===== config.mk =====
export PLATFORM = sky130hd
export DESIGN_NAME = vga_timing_gen
export DESIGN_NICKNAME = d
export VERILOG_FILES = /design/src/rtl/vga_timing_gen.sv
export SDC_FILE = /design/constraint.sdc
export NUM_CORES = 1
export LEC_CHECK = 0
export ABC_AREA = 1
export CELL_PAD_IN_SITES_DETAIL_PLACEMENT = 1
export CELL_PAD_IN_SITES_GLOBAL_PLACEMENT = 1
export CORE_MARGIN = 8
export CORE_UTILIZATION = 40
export CTS_CLUSTER_SIZE = 20
export DETAILED_ROUTE_END_ITERATION = 16
export PLACE_DENSITY_LB_ADDON = 0.1
export SYNTH_ARGS = -nofsm -noshare
export SYNTH_HDL_FRONTEND = slang
export SYNTH_SLANG_ARGS = --single-unit

===== constraint.sdc =====
create_clock -name iCLK -period 4.17 [get_ports iCLK]
set_clock_uncertainty 0.2 [all_clocks]
set_input_delay 0.417 -clock iCLK [delete_from_list [all_inputs] [get_ports iCLK]]
set_output_delay 0.417 -clock iCLK [all_outputs]
set_load 0.05 [all_outputs]

===== src/rtl/vga_timing_gen.sv =====
`default_nettype none
// ============================================================================
// Module      : vga_timing_gen
// Description : Parametrised VGA raster timing generator. Produces HS/VS,
//               active-video flag, pixel coordinates and line/frame start
//               strobes on a single clock gated by a pixel-step enable.
//               Sync/active are realigned to a downstream pixel pipeline by
//               a PIPE_DLY-stage delay line that advances only on pixel steps.
// Revision    : 1.0 - initial release
// ----------------------------------------------------------------------------
// Ports
//   iCLK          in   1   system clock, all state on posedge
//   ireset_n      in   1   asynchronous active-low reset
//   iPIX_EN       in   1   pixel-step enable
//   oVGA_HS       out  1   horizontal sync, asserted level = H_POL
//   oVGA_VS       out  1   vertical sync, asserted level = V_POL
//   oVGA_ACTIVE   out  1   active-video flag
//   oVGA_SYNC     out  1   tied high
//   opixel_x      out  CW  horizontal counter
//   opixel_y      out  CW  vertical counter
//   oLINE_START   out  1   one-cycle pulse after each horizontal wrap
//   oFRAME_START  out  1   one-cycle pulse after each frame wrap
//   oframe_count  out  8   frame counter (only with VGA_TIMING_FRAME_CNT_EN)
// Build option
//   VGA_TIMING_FRAME_CNT_EN : when defined, adds oframe_count.
// ============================================================================
module vga_timing_gen #(
    parameter int H_DISPLAY = 640,
    parameter int H_FRONT   = 16,
    parameter int H_SYNC    = 96,
    parameter int H_BACK    = 48,
    parameter int V_DISPLAY = 480,
    parameter int V_FRONT   = 10,
    parameter int V_SYNC    = 2,
    parameter int V_BACK    = 33,
    parameter bit H_POL     = 1'b0,
    parameter bit V_POL     = 1'b0,
    parameter int PIPE_DLY  = 0,
    parameter int CW        = 11
) (
    input  logic          iCLK,
    input  logic          ireset_n,
    input  logic          iPIX_EN,
    output logic          oVGA_HS,
    output logic          oVGA_VS,
    output logic          oVGA_ACTIVE,
    output logic          oVGA_SYNC,
    output logic [CW-1:0] opixel_x,
    output logic [CW-1:0] opixel_y,
    output logic          oLINE_START,
`ifdef VGA_TIMING_FRAME_CNT_EN
    output logic [7:0]    oframe_count,
`endif
    output logic          oFRAME_START
);

    localparam int C_H_TOTAL = H_DISPLAY + H_FRONT + H_SYNC + H_BACK;
    localparam int C_V_TOTAL = V_DISPLAY + V_FRONT + V_SYNC + V_BACK;

    localparam logic [CW-1:0] C_H_LAST = CW'(C_H_TOTAL - 1);
    localparam logic [CW-1:0] C_V_LAST = CW'(C_V_TOTAL - 1);

    // Decode bounds carry one extra bit so the sync end bound is still
    // representable when a porch is zero and a total equals 2^CW.
    localparam logic [CW:0] C_H_DISP     = (CW+1)'(H_DISPLAY);
    localparam logic [CW:0] C_HS_START   = (CW+1)'(H_DISPLAY + H_FRONT);
    localparam logic [CW:0] C_HS_END     = (CW+1)'(H_DISPLAY + H_FRONT + H_SYNC);
    localparam logic [CW:0] C_V_DISP     = (CW+1)'(V_DISPLAY);
    localparam logic [CW:0] C_VS_START   = (CW+1)'(V_DISPLAY + V_FRONT);
    localparam logic [CW:0] C_VS_END     = (CW+1)'(V_DISPLAY + V_FRONT + V_SYNC);

    logic [CW-1:0] x_q, x_d;
    logic [CW-1:0] y_q, y_d;
    logic          line_start_q, line_start_d;
    logic          frame_start_q, frame_start_d;
    logic          w_x_wrap;
    logic          w_y_wrap;
    logic [CW:0]   w_x_ext;
    logic [CW:0]   w_y_ext;
    logic [2:0]    w_dec;          // {hs_asserted, vs_asserted, active}

    // Stage 0 is the decode register; stages 1..PIPE_DLY are extra delay.
    // Stored as "asserted" flags so a cleared stage is the idle level.
    logic [2:0]    pipe_q [0:PIPE_DLY];

    // ------------------------------------------------------------------
    // Counter next-state and wrap strobes
    // ------------------------------------------------------------------
    always_comb begin
        x_d           = x_q;
        y_d           = y_q;
        w_x_wrap      = (x_q == C_H_LAST);
        w_y_wrap      = (y_q == C_V_LAST);
        line_start_d  = iPIX_EN && w_x_wrap;
        frame_start_d = iPIX_EN && w_x_wrap && w_y_wrap;
        if (iPIX_EN) begin
            if (w_x_wrap) begin
                x_d = '0;
                y_d = w_y_wrap ? '0 : y_q + CW'(1);
            end else begin
                x_d = x_q + CW'(1);
            end
        end
    end

    // ------------------------------------------------------------------
    // Raster decode of the current counter value
    // ------------------------------------------------------------------
    always_comb begin
        w_x_ext  = {1'b0, x_q};
        w_y_ext  = {1'b0, y_q};
        w_dec[2] = (w_x_ext >= C_HS_START) && (w_x_ext < C_HS_END);
        w_dec[1] = (w_y_ext >= C_VS_START) && (w_y_ext < C_VS_END);
        w_dec[0] = (w_x_ext < C_H_DISP) && (w_y_ext < C_V_DISP);
    end

    always_ff @(posedge iCLK or negedge ireset_n) begin
        if (!ireset_n) begin
            x_q           <= '0;
            y_q           <= '0;
            line_start_q  <= 1'b0;
            frame_start_q <= 1'b0;
        end else begin
            x_q           <= x_d;
            y_q           <= y_d;
            // Pulses are written every cycle, so they fall after one iCLK
            // even while iPIX_EN stays low.
            line_start_q  <= line_start_d;
            frame_start_q <= frame_start_d;
        end
    end

    always_ff @(posedge iCLK or negedge ireset_n) begin
        if (!ireset_n) begin
            for (int i = 0; i <= PIPE_DLY; i++) begin
                pipe_q[i] <= 3'b000;
            end
        end else if (iPIX_EN) begin
            pipe_q[0] <= w_dec;
            for (int i = 1; i <= PIPE_DLY; i++) begin
                pipe_q[i] <= pipe_q[i-1];
            end
        end
    end

`ifdef VGA_TIMING_FRAME_CNT_EN
    logic [7:0] frame_cnt_q;

    // Advances on the same edge that raises oFRAME_START.
    always_ff @(posedge iCLK or negedge ireset_n) begin
        if (!ireset_n) begin
            frame_cnt_q <= 8'd0;
        end else if (frame_start_d) begin
            frame_cnt_q <= frame_cnt_q + 8'd1;
        end
    end

    assign oframe_count = frame_cnt_q;
`endif

    assign oVGA_HS      = pipe_q[PIPE_DLY][2] ? H_POL : ~H_POL;
    assign oVGA_VS      = pipe_q[PIPE_DLY][1] ? V_POL : ~V_POL;
    assign oVGA_ACTIVE  = pipe_q[PIPE_DLY][0];
    assign oVGA_SYNC    = 1'b1;
    assign opixel_x     = x_q;
    assign opixel_y     = y_q;
    assign oLINE_START  = line_start_q;
    assign oFRAME_START = frame_start_q;

endmodule
`default_nettype wire


After elaboration in Yosys (flattened, before gate mapping)
Index checks and enable logic that the tools add are counted.

Output and inout bits: 28. Logic and storage cells: 25. Register bits after elaboration: 27.

Magnitude comparators: 6. Equality and inequality tests: 2. Add/sub/neg operators: 2. Reduce and logical (&&, ||, !) cells: 6. Mux-type cells: 4.

Operators with widths (count): $add A11 B1 Y11 const B (2); $eq A11 B10 Y1 const B (2); $lt A11 B10 Y1 const B (2); $lt A11 B9 Y1 const B (2); $mux W11 (2); $ge A11 B10 Y1 const B (1); $ge A11 B9 Y1 const B (1); $logic_and A1 B1 Y1 (5); $mux W1 (2); $reduce_and A2 Y1 (1).

Logic depth before layout (Yosys ltp)
Gate-level depths: netlist of run 1.

Depth in word-level cells: 3. Depth in mapped cells: 9.

Least setup slack after synthesis of run 1
No wires, ideal clock.

Path kind: register to register. Start point: register y_q[1], in the netlist opixel_y[1]. End point: register y_q[8], in the netlist opixel_y[8]. Cell stages (with the launch flop): 7. Path slack: 2.286 ns. Setup time: 0.121 ns. Data required time: 3.849 ns. Buffers on the path: 0. Arrival: 1.563 ns. Path through: dfrtp_1 > ha_1 > nand3_1 > nor2_2 > nand3_1 > nand2_1 > o21ai_2.

Cells in the longest elaborated chain, start to end: 2. Elaborated cells between the ends (all ways): 3. Those cells by class: add/sub (1); eq/ne (1); mux (1).

Ends and longest elaborated chain: from (decl) (line 73) `logic [CW-1:0] y_q, y_d;`; from (signal assigned) (line 125) `y_q <= y_d;`; $add A11 B1 Y11 / $eq A11 B10 Y1 (equally long branches) (line 99, 93); $mux W11 * (line 99) `y_d = w_y_wrap ? '0 : y_q + CW'(1);`.

Mark *: on every way between the ends. The rest lies on a longest branch, timed or not. A chain may end at the register's enable or synchronous reset.

Final worst setup path of run 1
Start point: register y_q[2], in the netlist opixel_y[2]. End point: output port opixel_y[2].

RTL lines: to (decl) (line 49) `output logic [CW-1:0] opixel_y,`.

No word-level cell between the ends.

==> results of run 1 <==
[final timing paths]
path                                               from                      end  slack, ps  depth (start not counted)
worst min register to register    pipe_q[0]$_DFFE_PN0P_    pipe_q[0]$_DFFE_PN0P_        320                          2
worst max-delay path            opixel_y[2]$_DFFE_PN0P_              opixel_y[2]       1880                          1
worst min-delay path                           ireset_n  opixel_y[7]$_DFFE_PN0P_        310                          2
worst max register to register  opixel_x[1]$_DFFE_PN0P_  opixel_y[9]$_DFFE_PN0P_       2310                          7
min in group iCLK                 pipe_q[0]$_DFFE_PN0P_    pipe_q[0]$_DFFE_PN0P_        320                          2
max in group asynchronous                      ireset_n  opixel_y[4]$_DFFE_PN0P_       3180                          2
[kinds of logic after synthesis]
kind of cell | share of synthesized area
buffers and inverters | 0.0952
flip-flops | 0.418
adder cells (fa/ha/maj) | 0.0387
AO/OA/AOI/OAI | 0.0728
other | 0.00232
AND/OR/NAND/NOR | 0.341
XOR/XNOR | 0.0325
[cell type report]
cell class              count  share of cell area
flip-flops and latches     27               0.341
inverters                  29              0.0550
well taps                  50              0.0316
multi-input cells         154               0.397
clock buffers               3              0.0208
repair buffers             30               0.150
clock inverters             1             0.00379
[sequential cells by signal, indices dropped and copies added (netlist names)]
register and flops:
oFRAME_START 1, oLINE_START 1, opixel_x 11, opixel_y 11, pipe_q 3
[worst register-to-register path, stage by stage, from the launching register on]
cell and delay, ps:
sky130_fd_sc_hd__dfrtp_1 410, sky130_fd_sc_hd__ha_1 210, sky130_fd_sc_hd__nand3_1 130, sky130_fd_sc_hd__nor2_2 170, sky130_fd_sc_hd__nand3_4 300, sky130_fd_sc_hd__nor2_2 250
sky130_fd_sc_hd__nand2_1 80, sky130_fd_sc_hd__nand2_1 60
[power breakdown]
part | switching (mW) | internal (mW)
Clock | 0.0922 | 0.0680
Sequential | 0.0456 | 0.294
Combinational | 0.199 | 0.0889
Total | 0.337 | 0.451
[through the flow]
| stage | std cells | setup WS [ps] |
|---|---|---|
| global route | 294 | 1830 |
| finish | 294 | 1880 |
| CTS | 294 | 1870 |
| global placement | 290 | 1990 |
| floorplan | 215 | 2290 |
| detailed placement | 290 | 1900 |
[routing by layer]
metal,routed length [µm],track usage
met3,152,0.0270
met2,1810,0.206
met4,25,0.0389
met1,2090,0.194
met5,0,0
[placed cells by master, fill, tap and decap left out, types with 5 or more instances in the layout]
cell type	Yosys	routed
sky130_fd_sc_hd__o21ai_2	5	5
sky130_fd_sc_hd__nand3_1	18	18
sky130_fd_sc_hd__nor2_2	5	5
sky130_fd_sc_hd__nor2_1	20	20
sky130_fd_sc_hd__clkdlybuf4s50_1	0	29
sky130_fd_sc_hd__inv_1	28	28
sky130_fd_sc_hd__nand2_1	68	68
sky130_fd_sc_hd__ha_1	5	5
sky130_fd_sc_hd__xor2_1	6	6
sky130_fd_sc_hd__o21ai_0	5	5
sky130_fd_sc_hd__dfrtp_1	27	27
==> impl_metrics.json, run 1 <==
{
  "worst_hold_slack_ps": 309,
  "synthesis.yosys.warnings": 0,
  "floorplan.rows": 23,
  "worst_slew_pin_slew_ps": 507,
  "tritoncts.num_buffers": 3,
  "number_of_drc_violations_after_detailed_routing": 0,
  "drtIter0Drc": 69,
  "totalPowerFinal_uw": 787,
  "core_area_um2": 3940,
  "period_share": 0.549,
  "worst_skew_pair.late_latency_ps": 280,
  "biggest_area_consumer_among_synthesized_cells": "sky130_fd_sc_hd__dfrtp_1",
  "num-fill-cells": 510,
  "gp_routability_congestion": 0.741,
  "grt.total_usage": 0.138,
  "die_h_um": 79.6,
  "timing.critical_path.cells": "clkdlybuf4s50_1",
  "synth_seq_cells": 27,
  "number_of_cells_produced_by_synthesis": 215,
  "worst-path-buf-inv": 1,
  "worst_setup_path_end_kind": "primary output",
  "vias": 1436,
  "final_util": 0.502,
  "cts_max_level": 1,
  "final-seq-area_um2": 676,
  "fraction_of_registers_with_async_set_or_reset_after_synthesis": 1.00,
  "finalWorstPathRequiredPeriod_ps": 2290,
  "pin_count": 31,
  "number_of_flops_mapped_to_enable_cells_by_yosys": 0,
  "slew_violations": 0,
  "route.antenna.remaining_nets": 0,
  "antenna_found_initial": 0,
  "synth.lib_cells_used.distinct": 24,
  "outcome": "finished clean",
  "ctsHoldBuffers": 0,
  "largest_net_degree_at_the_start_of_global_routing": 28,
  "synth-seq-area-share": 0.418,
  "post-cts-setup-buffers": 0,
  "power.ir.vdd_worst_v": 0.000357,
  "total_area_of_multi_input_combinational_cells_um2": 787,
  "post_cts.resized_instances": 0,
  "p_leak_nw": 0.943,
  "fin_nets": 253,
  "cpMaxStageDelayCell": "sky130_fd_sc_hd__clkdlybuf4s50_1",
  "antenna_cells": 0,
  "max-clock-path-buffers": 2,
  "starting_density": 0.410,
  "cts_tree": "done",
  "post_synth_most_frequent_cells": "68 x sky130_fd_sc_hd__nand2_1, 28 x sky130_fd_sc_hd__inv_1, 27 x sky130_fd_sc_hd__dfrtp_1, 20 x sky130_fd_sc_hd__nor2_1, 18 x sky130_fd_sc_hd__nand3_1",
  "worst-setup-path-type": "reg2out",
  "floorplan.die.width_um": 79.6,
  "kind_of_launch_point_of_the_worst_setup_path": "register",
  "placement.cell_area_um2": 1930,
  "final_hold_violation_count": 0,
  "syn-mean-instance-area_um2": 7.52,
  "final_design_area_no_fill_um2": 1980,
  "max-cap-violations": 0,
  "postSynthNetCount": 223,
  "drive_above_1_share": 0.0861,
  "timing.max_slew.rel_slack": 0.661,
  "synth.most_common_cell": "sky130_fd_sc_hd__nand2_1",
  "critical_path_peak_fanout": 9,
  "critPathTopFamily": "buffers and inverters",
  "detailedPlacementHpwl_um": 3070,
  "worst-endpoint-required_ps": 3550,
  "grt_setup_unrepaired": "false",
  "first_drt_pass_iteration_count": 4,
  "cts_root_buffer": "sky130_fd_sc_hd__clkbuf_8",
  "via_per_inst": 4.88,
  "portBuffers": 29,
  "mappedNetlistArea_um2": 1620,
  "finalSetupViolations": 0,
  "critical_path_arrival_ps": 1670,
  "grt-ovfl-total": 0,
  "finalSetupTns_ps": 0,
  "max_stage_delay_ps": 870,
  "timing.fmax_mhz": 437,
  "vias_in_the_first_global_route": 1464,
  "detail_route.wl_per_cell_um": 13.9,
  "hold_class": "in2async",
  "design.die.area_um2": 6330,
  "cts.sinks": 27,
  "clk_transition_reported_paths_ps": 110,
  "power_per_cell_area_nw_per_um2": 398,
  "dominantRegCellSynth": "sky130_fd_sc_hd__dfrtp_1",
  "layout-area-overhead-vs-synth_pct": 22.5,
  "synth_area_leaders": "sky130_fd_sc_hd__dfrtp_1 42%, sky130_fd_sc_hd__nand2_1 16%, sky130_fd_sc_hd__inv_1 6.5%, sky130_fd_sc_hd__nand3_1 5.6%, sky130_fd_sc_hd__nor2_1 4.6%",
  "grt_pass1_wl_um": 7080,
  "wl_um": 4080,
  "netlist.area_leader.share": 0.418
}
(Power assumes the default switching activity.)
==> run 2, diff against run 1 <==
--- a/config.mk
+++ b/config.mk
@@ -9,7 +9,7 @@
 export CELL_PAD_IN_SITES_DETAIL_PLACEMENT = 1
 export CELL_PAD_IN_SITES_GLOBAL_PLACEMENT = 1
 export CORE_MARGIN = 8
-export CORE_UTILIZATION = 40
+export CORE_UTILIZATION = 33
 export CTS_CLUSTER_SIZE = 20
 export DETAILED_ROUTE_END_ITERATION = 16
 export PLACE_DENSITY_LB_ADDON = 0.1
==> constraint.sdc (replaced) <==
create_clock -name iCLK -period 2 [get_ports iCLK]
set_clock_uncertainty 0.2 [all_clocks]
set_input_delay 0.2 -clock iCLK [delete_from_list [all_inputs] [get_ports iCLK]]
set_output_delay 0.2 -clock iCLK [all_outputs]
set_load 0.05 [all_outputs]
==> run 2 against run 1 <==
  * Register-to-register slack worse by 2100 ps
  * Final cell count up 7.1%
  * Final area up 0.32%
  * Combinational power up 100%
  * Utilization down 8.2 points
  * Total power up 100%
  * Non-clock buffer count up 4
  * Sequential power up 110%
  * Die area up 17%
  * Critical path type unchanged
  * Largest power group unchanged
  * Highest routed layer unchanged
==> impl_metrics.json, run 2 (synthesized netlist as in run 1, its figures left out) <==
{
  "finalSetupTns_ps": 0,
  "largest_net_degree_at_the_start_of_global_routing": 28,
  "max-cap-violations": 0,
  "critical_path_peak_fanout": 5,
  "cts_max_level": 1,
  "power.ir.vdd_worst_v": 0.000320,
  "register_to_register_setup_slack_ps": 220,
  "worst_slew_pin_slew_ps": 505,
  "critical_path.startpoint": "opixel_x[5]$_DFFE_PN0P_",
  "floorplan.die.width_um": 86.0,
  "timing.critical_path.cells": "clkdlybuf4s50_1",
  "drtIter0Drc": 60,
  "worst_r2r_startpoint": "opixel_x[1]$_DFFE_PN0P_",
  "slew_violations": 0,
  "worstSetupPathDepth": 1,
  "worst-endpoint-required_ps": 1600,
  "final_cell_mix": "68 x sky130_fd_sc_hd__nand2_1, 28 x sky130_fd_sc_hd__inv_1, 27 x sky130_fd_sc_hd__dfrtp_1",
  "total_area_of_multi_input_combinational_cells_um2": 787,
  "cts.sinks": 27,
  "worst_skew_pair.late_latency_ps": 270,
  "hold_class": "in2async",
  "portBuffers": 29,
  "grt-ovfl-total": 0,
  "grt_pass1_wl_um": 7340,
  "timing.rr.end": "opixel_y[3]$_DFFE_PN0P_",
  "core_area_um2": 4720,
  "outcome": "finished clean",
  "grt.total_usage": 0.121,
  "cpMaxStageDelayCell": "sky130_fd_sc_hd__clkdlybuf4s50_1",
  "floorplan.rows": 25,
  "layout-area-overhead-vs-synth_pct": 22.9,
  "crit_path_end": "opixel_x[5]",
  "final-seq-area_um2": 676,
  "first_drt_pass_iteration_count": 4,
  "gp_routability_congestion": 0.782,
  "ctsHoldBuffers": 0,
  "kind_of_launch_point_of_the_worst_setup_path": "register",
  "worst_hold_slack_ps": 99.7,
  "period_share": 0.962,
  "vias_in_the_first_global_route": 1472,
  "clk_transition_reported_paths_ps": 100,
  "number_of_drc_violations_after_detailed_routing": 0,
  "cts_tree": "done",
  "finalSetupViolations": 0,
  "worst_setup_path_end_kind": "primary output",
  "worst-path-buf-inv": 1,
  "max_stage_delay_ps": 830,
  "critical_path_arrival_ps": 1520,
  "power_per_cell_area_nw_per_um2": 811,
  "fin_nets": 257,
  "wl_um": 4120,
  "die_h_um": 86.0,
  "cts_root_buffer": "sky130_fd_sc_hd__clkbuf_8",
  "max-clock-path-buffers": 2,
  "worst-setup-path-type": "reg2out",
  "pin_count": 31,
  "detail_route.wl_per_cell_um": 13.1,
  "placement.cell_area_um2": 1940,
  "critPathTopFamily": "buffers and inverters",
  "post-cts-setup-buffers": 0,
  "final_hold_violation_count": 0,
  "final_design_area_no_fill_um2": 1990,
  "final_common_cell": "sky130_fd_sc_hd__nand2_1",
  "antenna_found_initial": 0,
  "tritoncts.num_buffers": 3,
  "length_in_cells_of_the_worst_reg_to_reg_path": 7,
  "starting_density": 0.342,
  "detailedPlacementHpwl_um": 3220,
  "num-fill-cells": 588,
  "finalWorstPathRequiredPeriod_ps": 1920,
  "timing.fmax_mhz": 520,
  "antenna_cells": 0,
  "route.antenna.remaining_nets": 0,
  "drive_above_1_share": 0.169,
  "timing.max_slew.rel_slack": 0.662,
  "via_per_inst": 4.51,
  "design.die.area_um2": 7390,
  "post_cts.resized_instances": 0,
  "grt_setup_unrepaired": "false",
  "p_leak_nw": 0.993,
  "vias": 1421
}
run 2: cell types whose count changed in the layout (fill, tap and decap cells not counted), sizes merged:
cell and change:
buf +21, clkdlybuf4s50 -17, clkinv +1, clkinvlp -1
run 2: layout make-up:
class,instances,share of cell area
Timing Repair Buffer,34,0.144
Inverter,29,0.0548
Clock buffer,3,0.0208
Tap cell,67,0.0422
Clock inverter,1,0.00252
Multi-Input combinational cell,154,0.396
Sequential cell,27,0.340
run 2: layer usage:
| layer | vias to the layer above | track usage | wire length, µm |
|---|---|---|---|
| met5 | - | 0 | 0 |
| met2 | 20 | 0.184 | 1810 |
| met1 | 664 | 0.168 | 2120 |
| met4 | 0 | 0.0287 | 17 |
| met3 | 2 | 0.0267 | 167 |
| li1 | 735 | - | - |
run 2: worst min-delay path by stage:
stage                                startpoint                       to  cells after the start
after floorplan                        ireset_n   oFRAME_START$_DFF_PN0_                      0
after global placement    pipe_q[0]$_DFFE_PN0P_    pipe_q[0]$_DFFE_PN0P_                      2
after detailed placement  pipe_q[0]$_DFFE_PN0P_    pipe_q[0]$_DFFE_PN0P_                      2
after CTS                              ireset_n  opixel_x[3]$_DFFE_PN0P_                      2
after global routing                   ireset_n  opixel_x[3]$_DFFE_PN0P_                      2
final                                  ireset_n  opixel_x[3]$_DFFE_PN0P_                      2
run 2: where the power goes:
part,switching [mW],internal [mW]
Sequential,0.0948,0.613
Clock,0.176,0.140
Combinational,0.413,0.176
Total,0.683,0.928
run 2: metrics by stage:
stage | power (mW) | worst slack, ps | instances | utilization
5_1_grt | 1.72 | 0.149 | 315 | 0.421
4_1_cts | 1.64 | 51.3 | 315 | 0.421
6_report | 1.61 | 75.1 | 315 | 0.421
3_5_place_dp | 1.32 | 161 | 311 | 0.411
3_3_place_gp | 1.31 | 189 | 311 | 0.411
2_1_floorplan | 1.11 | 116 | 215 | -
